--- src/rtl/lstm_pkg.sv ---
// Shared types for the Q6.11 LSTM blocks.
//   WIDTH / FRAC : data word width and fraction bits of the signed Q6.11 format
//   q6_11_t      : one signed Q6.11 data word
//   lstm_sched_state_t : sequence scheduler FSM states
package lstm_pkg;

  localparam int WIDTH = 18;
  localparam int FRAC  = 11;

  typedef logic signed [17:0] q6_11_t;

  typedef enum logic [1:0] {
    IDLE  = 2'd0,
    FETCH = 2'd1,
    EVAL  = 2'd2,
    DONE  = 2'd3
  } lstm_sched_state_t;

endpackage

--- src/rtl/lstm_seq_scheduler.sv ---
// lstm_seq_scheduler
//   Time-multiplexes one stateless Q6.11 LSTM core over a runtime-length input
//   sequence. Owns the recurrent c/h registers, accepts x_t over a valid/ready
//   port, presents x/c_prev/h_prev to the core, captures the core's c_new/h_new
//   CORE_LAT cycles later and returns the final c/h over a valid/ready port.
// Ports
//   clk, rst_n               clock (rising edge), async active-low reset
//   start, seq_len, c0, h0   sequence request (sampled only when accepted in IDLE)
//   busy                     high in every state except IDLE
//   err_len                  1-cycle pulse on start with seq_len outside 1..MAX_STEPS
//   x_valid, x_data, x_ready input sample stream
//   step_idx                 0-based index of the current step
//   core_x/c_prev/h_prev     to the core (straight from registers)
//   core_c_new/h_new         from the core
//   res_valid, res_ready     result handshake
//   c_out, h_out             final state (straight from registers)
module lstm_seq_scheduler #(
  parameter int WIDTH     = lstm_pkg::WIDTH,
  parameter int FRAC      = lstm_pkg::FRAC,
  parameter int MAX_STEPS = 16,
  parameter int CORE_LAT  = 1
) (
  input  logic                                 clk,
  input  logic                                 rst_n,
  input  logic                                 start,
  input  logic [$clog2(MAX_STEPS+1)-1:0]       seq_len,
  input  logic signed [WIDTH-1:0]              c0,
  input  logic signed [WIDTH-1:0]              h0,
  output logic                                 busy,
  output logic                                 err_len,
  input  logic                                 x_valid,
  input  logic signed [WIDTH-1:0]              x_data,
  output logic                                 x_ready,
  output logic [$clog2(MAX_STEPS)-1:0]         step_idx,
  output logic signed [WIDTH-1:0]              core_x,
  output logic signed [WIDTH-1:0]              core_c_prev,
  output logic signed [WIDTH-1:0]              core_h_prev,
  input  logic signed [WIDTH-1:0]              core_c_new,
  input  logic signed [WIDTH-1:0]              core_h_new,
  output logic                                 res_valid,
  input  logic                                 res_ready,
  output logic signed [WIDTH-1:0]              c_out,
  output logic signed [WIDTH-1:0]              h_out
);
  import lstm_pkg::*;

  localparam int LEN_W  = $clog2(MAX_STEPS + 1);
  localparam int IDX_W  = $clog2(MAX_STEPS);
  localparam int WAIT_W = (CORE_LAT < 2) ? 1 : $clog2(CORE_LAT + 1);

  localparam logic [LEN_W-1:0]  MAX_LEN  = LEN_W'(MAX_STEPS);
  localparam logic [WAIT_W-1:0] LAT_LOAD = WAIT_W'(CORE_LAT);
  localparam logic [WAIT_W-1:0] WAIT_ONE = WAIT_W'(1);

  lstm_sched_state_t r_state, w_next;

  logic signed [WIDTH-1:0] r_x, r_c, r_h;
  logic [IDX_W-1:0]        r_step;
  logic [LEN_W-1:0]        r_len;
  logic [WAIT_W-1:0]       r_wait;
  logic                    r_err_len, r_x_ready, r_res_valid, r_busy;

  logic w_len_ok, w_accept, w_sample, w_settled, w_last;

  assign w_len_ok  = (seq_len != '0) && (seq_len <= MAX_LEN);
  assign w_accept  = (r_state == IDLE) && start && w_len_ok;
  assign w_sample  = (r_state == FETCH) && x_valid;
  assign w_settled = (r_state == EVAL) && (r_wait == WAIT_ONE);
  // len is at least 1 once accepted, so len-1 always fits the step index width.
  assign w_last    = (r_step == IDX_W'(r_len - LEN_W'(1)));

  always_ff @(posedge clk or negedge rst_n) begin
    if (!rst_n) r_state <= IDLE;
    else        r_state <= w_next;
  end

  always_comb begin
    w_next = r_state;
    unique case (r_state)
      IDLE:  if (w_accept)  w_next = FETCH;
      FETCH: if (x_valid)   w_next = EVAL;
      EVAL:  if (w_settled) w_next = w_last ? DONE : FETCH;
      DONE:  if (res_ready) w_next = IDLE;
      default: w_next = IDLE;
    endcase
  end

  // Handshake/status flags are registered from the next state so every output
  // comes straight from a flop.
  always_ff @(posedge clk or negedge rst_n) begin
    if (!rst_n) begin
      r_x_ready   <= 1'b0;
      r_res_valid <= 1'b0;
      r_busy      <= 1'b0;
      r_err_len   <= 1'b0;
    end else begin
      r_x_ready   <= (w_next == FETCH);
      r_res_valid <= (w_next == DONE);
      r_busy      <= (w_next != IDLE);
      r_err_len   <= (r_state == IDLE) && start && !w_len_ok;
    end
  end

  always_ff @(posedge clk or negedge rst_n) begin
    if (!rst_n) begin
      r_x    <= '0;
      r_c    <= '0;
      r_h    <= '0;
      r_step <= '0;
      r_len  <= '0;
      r_wait <= '0;
    end else begin
      if (w_accept) begin
        r_c    <= c0;
        r_h    <= h0;
        r_len  <= seq_len;
        r_step <= '0;
      end
      if (w_sample) begin
        r_x    <= x_data;
        r_wait <= LAT_LOAD;
      end
      if (r_state == EVAL) begin
        r_wait <= r_wait - WAIT_ONE;
        if (w_settled) begin
          r_c <= core_c_new;
          r_h <= core_h_new;
          if (!w_last) r_step <= r_step + IDX_W'(1);
        end
      end
    end
  end

  assign busy        = r_busy;
  assign err_len     = r_err_len;
  assign x_ready     = r_x_ready;
  assign step_idx    = r_step;
  assign core_x      = r_x;
  assign core_c_prev = r_c;
  assign core_h_prev = r_h;
  assign res_valid   = r_res_valid;
  assign c_out       = r_c;
  assign h_out       = r_h;

endmodule

--- config.mk ---
export PLATFORM = sky130hd
export DESIGN_NAME = lstm_seq_scheduler
export DESIGN_NICKNAME = d
export VERILOG_FILES = /design/src/rtl/lstm_pkg.sv /design/src/rtl/lstm_seq_scheduler.sv
export SDC_FILE = /design/constraint.sdc
export NUM_CORES = 1
export LEC_CHECK = 0
export CORE_ASPECT_RATIO = 2
export CORE_UTILIZATION = 41
export CTS_CLUSTER_DIAMETER = 50
export CTS_CLUSTER_SIZE = 25
export DETAILED_ROUTE_END_ITERATION = 10
export GPL_TIMING_DRIVEN = 1
export PLACE_DENSITY = 0.93
export SLEW_MARGIN = 20
export SYNTH_ARGS = -nofsm -noshare
export SYNTH_HDL_FRONTEND = slang
export SYNTH_SLANG_ARGS = --single-unit
--- constraint.sdc ---
create_clock -name clk -period 2.6 [get_ports clk]
set_input_delay 0.78 -clock clk [delete_from_list [all_inputs] [get_ports clk]]
set_output_delay 0.78 -clock clk [all_outputs]
set_load 0.05 [all_outputs]
## Word level (Yosys, flattened, before mapping)

Cells that the tools add are included.

- Bits of input ports: 100
- Output and inout port bits: 98
- Flip-flop bits (word level): 69
- Word-level logic and storage cells: 50

- $lt $le $gt $ge: 1
- Add/sub/neg operators: 3
- Reduce and logical (&&, ||, !) cells: 11
- Equality and inequality tests: 6
- Mux-type cells: 18

Operators with widths:

| cell | count |
|---|---|
| $mux 18 | 6 |
| $mux 4 | 4 |
| $mux 2 | 5 |
| $pmux 2 s4 | 1 |
| $eq 2x2->1 const B | 3 |
| $logic_and 1x1->1 | 6 |
| $le 5x5->1 const B | 1 |
| $reduce_bool 5->1 | 1 |
| $add 4x1->4 const B | 1 |
| $eq 2x1->1 const B | 2 |
| $eq 4x4->1 | 1 |
| $reduce_bool 2->1 | 2 |
| $sub 4x1->4 const B | 1 |
| $logic_not 2->1 | 1 |
| $mux 1 | 2 |
| $logic_not 1->1 | 1 |
| $sub 1x1->1 const B | 1 |

## Depth between registers and ports, before layout

- Depth in word-level cells: 7
- Depth in mapped cells: 7
- Depth with buffers taken out: 7

## Least setup slack after synthesis

Ideal clock, no wire load.

- Path kind: input to register
- Start point: in seq_len[3]
- End point: reg r_c[10], in the netlist c_out[10]
- Buffers on the path: 1
- Setup slack: 0.584 ns
- Data arrival time: 1.879 ns
- Required time: 2.463 ns
- Stages on the path: 6
- Library setup time: 0.137 ns
- Cells stage by stage: nor4_2 xnor2_1 nand3_4 buf_8 mux2i_1 a21oi_1

- Longest elaborated chain between the ends: 6
- Elaborated cells on any way between the ends: 7
- Those cells by class: order compare (1); mux (3); reduce/logical (3)

RTL lines:

| item | RTL line | RTL |
|---|---|---|
| from (decl) | lstm_seq_scheduler.sv:26 | `input logic [$clog2(MAX_STEPS+1)-1:0] seq_len,` |
| $le 5x5->1 or $reduce_bool 5->1 (tied branches) | lstm_seq_scheduler.sv:65 | `assign w_len_ok = (seq_len != '0) && (seq_len <= MAX_LEN);` |
| $logic_and 1x1->1 * | lstm_seq_scheduler.sv:65 |  |
| $logic_and 1x1->1 * | lstm_seq_scheduler.sv:66 | `assign w_accept = (r_state == IDLE) && start && w_len_ok;` |
| $mux 18 * | lstm_seq_scheduler.sv:113 | `if (w_accept) begin` |
| $mux 18 | lstm_seq_scheduler.sv:125 | `if (w_settled) begin` |
| $mux 18 * | lstm_seq_scheduler.sv:123 | `if (r_state == EVAL) begin` |
| to (signal assigned) | lstm_seq_scheduler.sv:126 | `r_c <= core_c_new;` |
| to (decl) | lstm_seq_scheduler.sv:57 | `logic signed [WIDTH-1:0] r_x, r_c, r_h;` |

Every way passes the cells marked *; elsewhere a longest branch is shown, timed or not.
A chain may end at the register's enable or synchronous reset.

## Worst setup path in the final report

- Start point: reg r_step[0], in the netlist step_idx[0]
- End point: out step_idx[0]

RTL lines:

| item | RTL line | RTL |
|---|---|---|
| from (decl) | lstm_seq_scheduler.sv:58 | `logic [IDX_W-1:0] r_step;` |
| from (signal assigned) | lstm_seq_scheduler.sv:128 | `if (!w_last) r_step <= r_step + IDX_W'(1);` |
| to (decl) | lstm_seq_scheduler.sv:34 | `output logic [$clog2(MAX_STEPS)-1:0] step_idx,` |

No word-level cell between the ends.

==> results.json <==
{
  "cts_tree": "done",
  "post_cts_resized": 0,
  "fp-row-count": 46,
  "nets": 564,
  "synth_cells": 299,
  "power.density_mw_per_mm2": 1611,
  "path_depth": 1,
  "clockBufferDepth": 2,
  "setup-tns-final_ns": 0,
  "routed_wl_mm": 9.023,
  "synth_fa_ha_area_share_pct": 0.7380,
  "core_area_sq_mm": 0.007943,
  "path_max_fanout": 6,
  "die_w_um": 66.31,
  "r2r_slack_ns": 0.69,
  "cts_hold_buf": 0,
  "start_kind": "register",
  "grt_use_total_pct": 21.69,
  "combinationalPowerShare_pct": 64.4,
  "rr_startpoint": "r_len[0]$_DFFE_PN0P_",
  "maxClockFrequency_mhz": 414.4,
  "avgSynthCellArea_sq_um": 11.34,
  "mostFrequentLayoutCell": "clkdlybuf4s50_1",
  "min_path_type": "input pin to async pin",
  "p_switching_mw": 4.452,
  "port_buffers": 197,
  "place_hpwl_mm": 6.940,
  "synth_top_family_by_area": "multiplexers",
  "die-area_sq_mm": 0.008660,
  "grt-ovfl-total": 0,
  "via_per_inst": 4.979,
  "final_max_slew_viol_count": 0,
  "yosys.area_share.xor_xnor_pct": 1.993,
  "arrival_ns": 1.63,
  "worstMarginPinSlew_ns": 0.6780,
  "ys_warn_count": 0,
  "status": "completed",
  "path_class": "register to output port",
  "p_int_mw": 4.264,
  "syn_nets": 401,
  "grt_max_degree": 74,
  "first_global_vias": 2937,
  "numClockSinks": 69,
  "syn_to_final_growth_pct": 59.59,
  "first_pass_iters": 4,
  "fill_cells": 576,
  "r2r-end": "busy$_DFF_PN0_",
  "post_cts_buffers": 0,
  "cp_num_buf_inv": 1,
  "yosysSeqAreaShare_pct": 50.92,
  "leakage_nw": 2.458,
  "drc_errors": 0,
  "cp-end-kind": "output port",
  "crit_family": "buffers and inverters",
  "htreeDepth": 3,
  "drive_gt1_share_pct": 9.442,
  "synth-compound-area-share_pct": 6.421,
  "seqPwrFrac_pct": 23.3,
  "yosys.area_share.simple_pct": 8.598,
  "grt_setup_unrepaired": "false",
  "cp-endpoint": "step_idx[0]",
  "crit_required_ns": 1.82,
  "fin_crit_ns": 2.413,
  "crit_path_top_delay_cell": "clkdlybuf4s50_1",
  "synth-seq-cells": 69,
  "num_antenna_cells": 0,
  "hold_viol": 0,
  "fin_skew_ns": 0.004041,
  "pwr-share-clk_pct": 12.4,
  "cts_buffers": 9,
  "slew_headroom_pct": 54.80,
  "slowest_delay_ns": 0.85,
  "ant_nets": 0,
  "yosys-mux-area-fraction_pct": 19.19,
  "mostFrequentLayoutCells": "clkdlybuf4s50_1 (196), dfrtp_1 (69), a21oi_1 (39), nor2_1 (39), mux2i_1 (38)",
  "synth_cell_types": 30,
  "pin_count": 198,
  "crit_start": "step_idx[0]$_DFF_PN0_",
  "drtIter0Drc": 166,
  "grt_pass1_wl_mm": 13.94,
  "vdd_ir_drop_max_uv": 787.5,
  "gp_congestion": 0.8402,
  "wl_per_cell_um": 16.06,
  "worstPathCellList": "clkdlybuf4s50_1",
  "setup_viol": 0,
  "register_area_sq_mm": 0.001727,
  "synth_area_sq_mm": 0.003391,
  "dr_total_vias": 2798,
  "drv_cap": 0,
  "period_share_pct": 92.80,
  "switching_share_pct": 51.08,
  "antenna_found_initial": 0,
  "root_buffer": "clkbuf_16",
  "reg2reg_depth": 7,
  "dieHeight_um": 130.6,
  "clkTransAtPathRegs_ns": 0.05,
  "power.total_mw": 8.716,
  "initial_core_util_pct": 42.69,
  "multi_input_area_sq_mm": 0.001252,
  "clkLatencyLatePin_ns": 0.32
}
==> layout make-up <==
class	instances	share of cell area (%)
well taps	96	2.220
clock buffers	13	4.624
inverters	4	0.2775
multi-input cells	175	23.14
repair buffers	203	37.64
clock inverters	2	0.1850
flip-flops and latches	69	31.91
==> cell usage after synthesis (all sizes together) <==
| cell | n | area (sq um) |
|---|---|---|
| a21oi | 39 | 195.2 |
| buf | 43 | 341.6 |
| clkbuf | 5 | 28.77 |
| dfrtp | 69 | 1727 |
| dlygate4sd1 | 3 | 26.28 |
| ha | 2 | 25.02 |
| inv | 4 | 15.01 |
| mux2 | 22 | 247.7 |
| mux2i | 38 | 380.4 |
| mux4 | 1 | 22.52 |
| nand2 | 10 | 37.54 |
| nand2b | 2 | 12.51 |
| nand3 | 1 | 17.52 |
| nand3b | 4 | 30.03 |
| nand4 | 1 | 6.260 |
| nor2 | 39 | 146.4 |
| nor2b | 1 | 6.260 |
| nor3 | 3 | 15.01 |
| nor3b | 1 | 7.510 |
| nor4 | 1 | 12.51 |
| o21a | 1 | 7.510 |
| o21ai | 3 | 15.01 |
| xnor2 | 4 | 35.03 |
| xor2 | 1 | 8.760 |
| xor3 | 1 | 23.77 |
==> through the flow <==
stage	setup slack (ns)	instances	util, %	hold slack, ns	cell area (sq um)
final	0.1871	562	68.13	0.4694	5411
after CTS	0.1493	562	68.13	0.4833	5411
after floorplan	0.5839	299	-	0.4844	3391
after global placement	0.03099	547	64.86	0.4870	5151
after global routing	0.1265	562	68.13	0.4960	5411
after detailed placement	-0.02157	547	64.86	0.4915	5151
==> layer usage <==
| layer | share of wire, % | GRT usage [%] | up-vias |
|---|---|---|---|
| li1 | - | - | 1300 |
| met1 | 33 | 21.18 | 1336 |
| met2 | 56 | 40.28 | 139 |
| met3 | 8.0 | 6.337 | 23 |
| met4 | 3.0 | 10.51 | 0 |
| met5 | 0 | 0 | - |
==> sequential cells by signal, summed over array words and instances (netlist names) <==
name / count
busy: 1
c_out: 18
core_h_prev: 18
core_x: 18
err_len: 1
r_len: 4
r_state: 2
r_wait: 1
res_valid: 1
step_idx: 4
x_ready: 1
==> power by group through the flow <==
stage / logic (mW) / clock network (mW) / registers, mW
detailed placement: 5.63 / 0 / 2.05
CTS: 5.65 / 1.11 / 2.04
global route: 5.89 / 1.16 / 2.11
finish: 5.61 / 1.08 / 2.03
global placement: 5.54 / 0 / 2.01
floorplan: 2.58 / 0 / 3.58
==> cells by family (layout without fill, tap and decap cells) <==
| family | after synthesis | in the layout |
|---|---|---|
| AO/OA/AOI/OAI | 43 | 43 |
| AND/OR/NAND/NOR | 63 | 63 |
| flip-flops | 69 | 69 |
| XOR/XNOR | 6 | 6 |
| multiplexers | 61 | 61 |
| adder cells (fa/ha/maj) | 2 | 2 |
| buffers and inverters | 55 | 222 |
==> how the worst min path moves through the flow <==
stage | cells past startpoint | end | from | slack (ns)
floorplan | 0 | busy$_DFF_PN0_ | rst_n | 0.48
global placement | 1 | core_x[5]$_DFFE_PN0P_ | core_x[5]$_DFFE_PN0P_ | 0.49
detailed placement | 1 | core_x[9]$_DFFE_PN0P_ | core_x[9]$_DFFE_PN0P_ | 0.49
CTS | 2 | core_h_prev[10]$_DFF_PN0_ | rst_n | 0.48
global route | 2 | core_h_prev[10]$_DFF_PN0_ | rst_n | 0.50
finish | 2 | core_h_prev[10]$_DFF_PN0_ | rst_n | 0.47
Note: power is estimated with default switching activity, not from simulation.
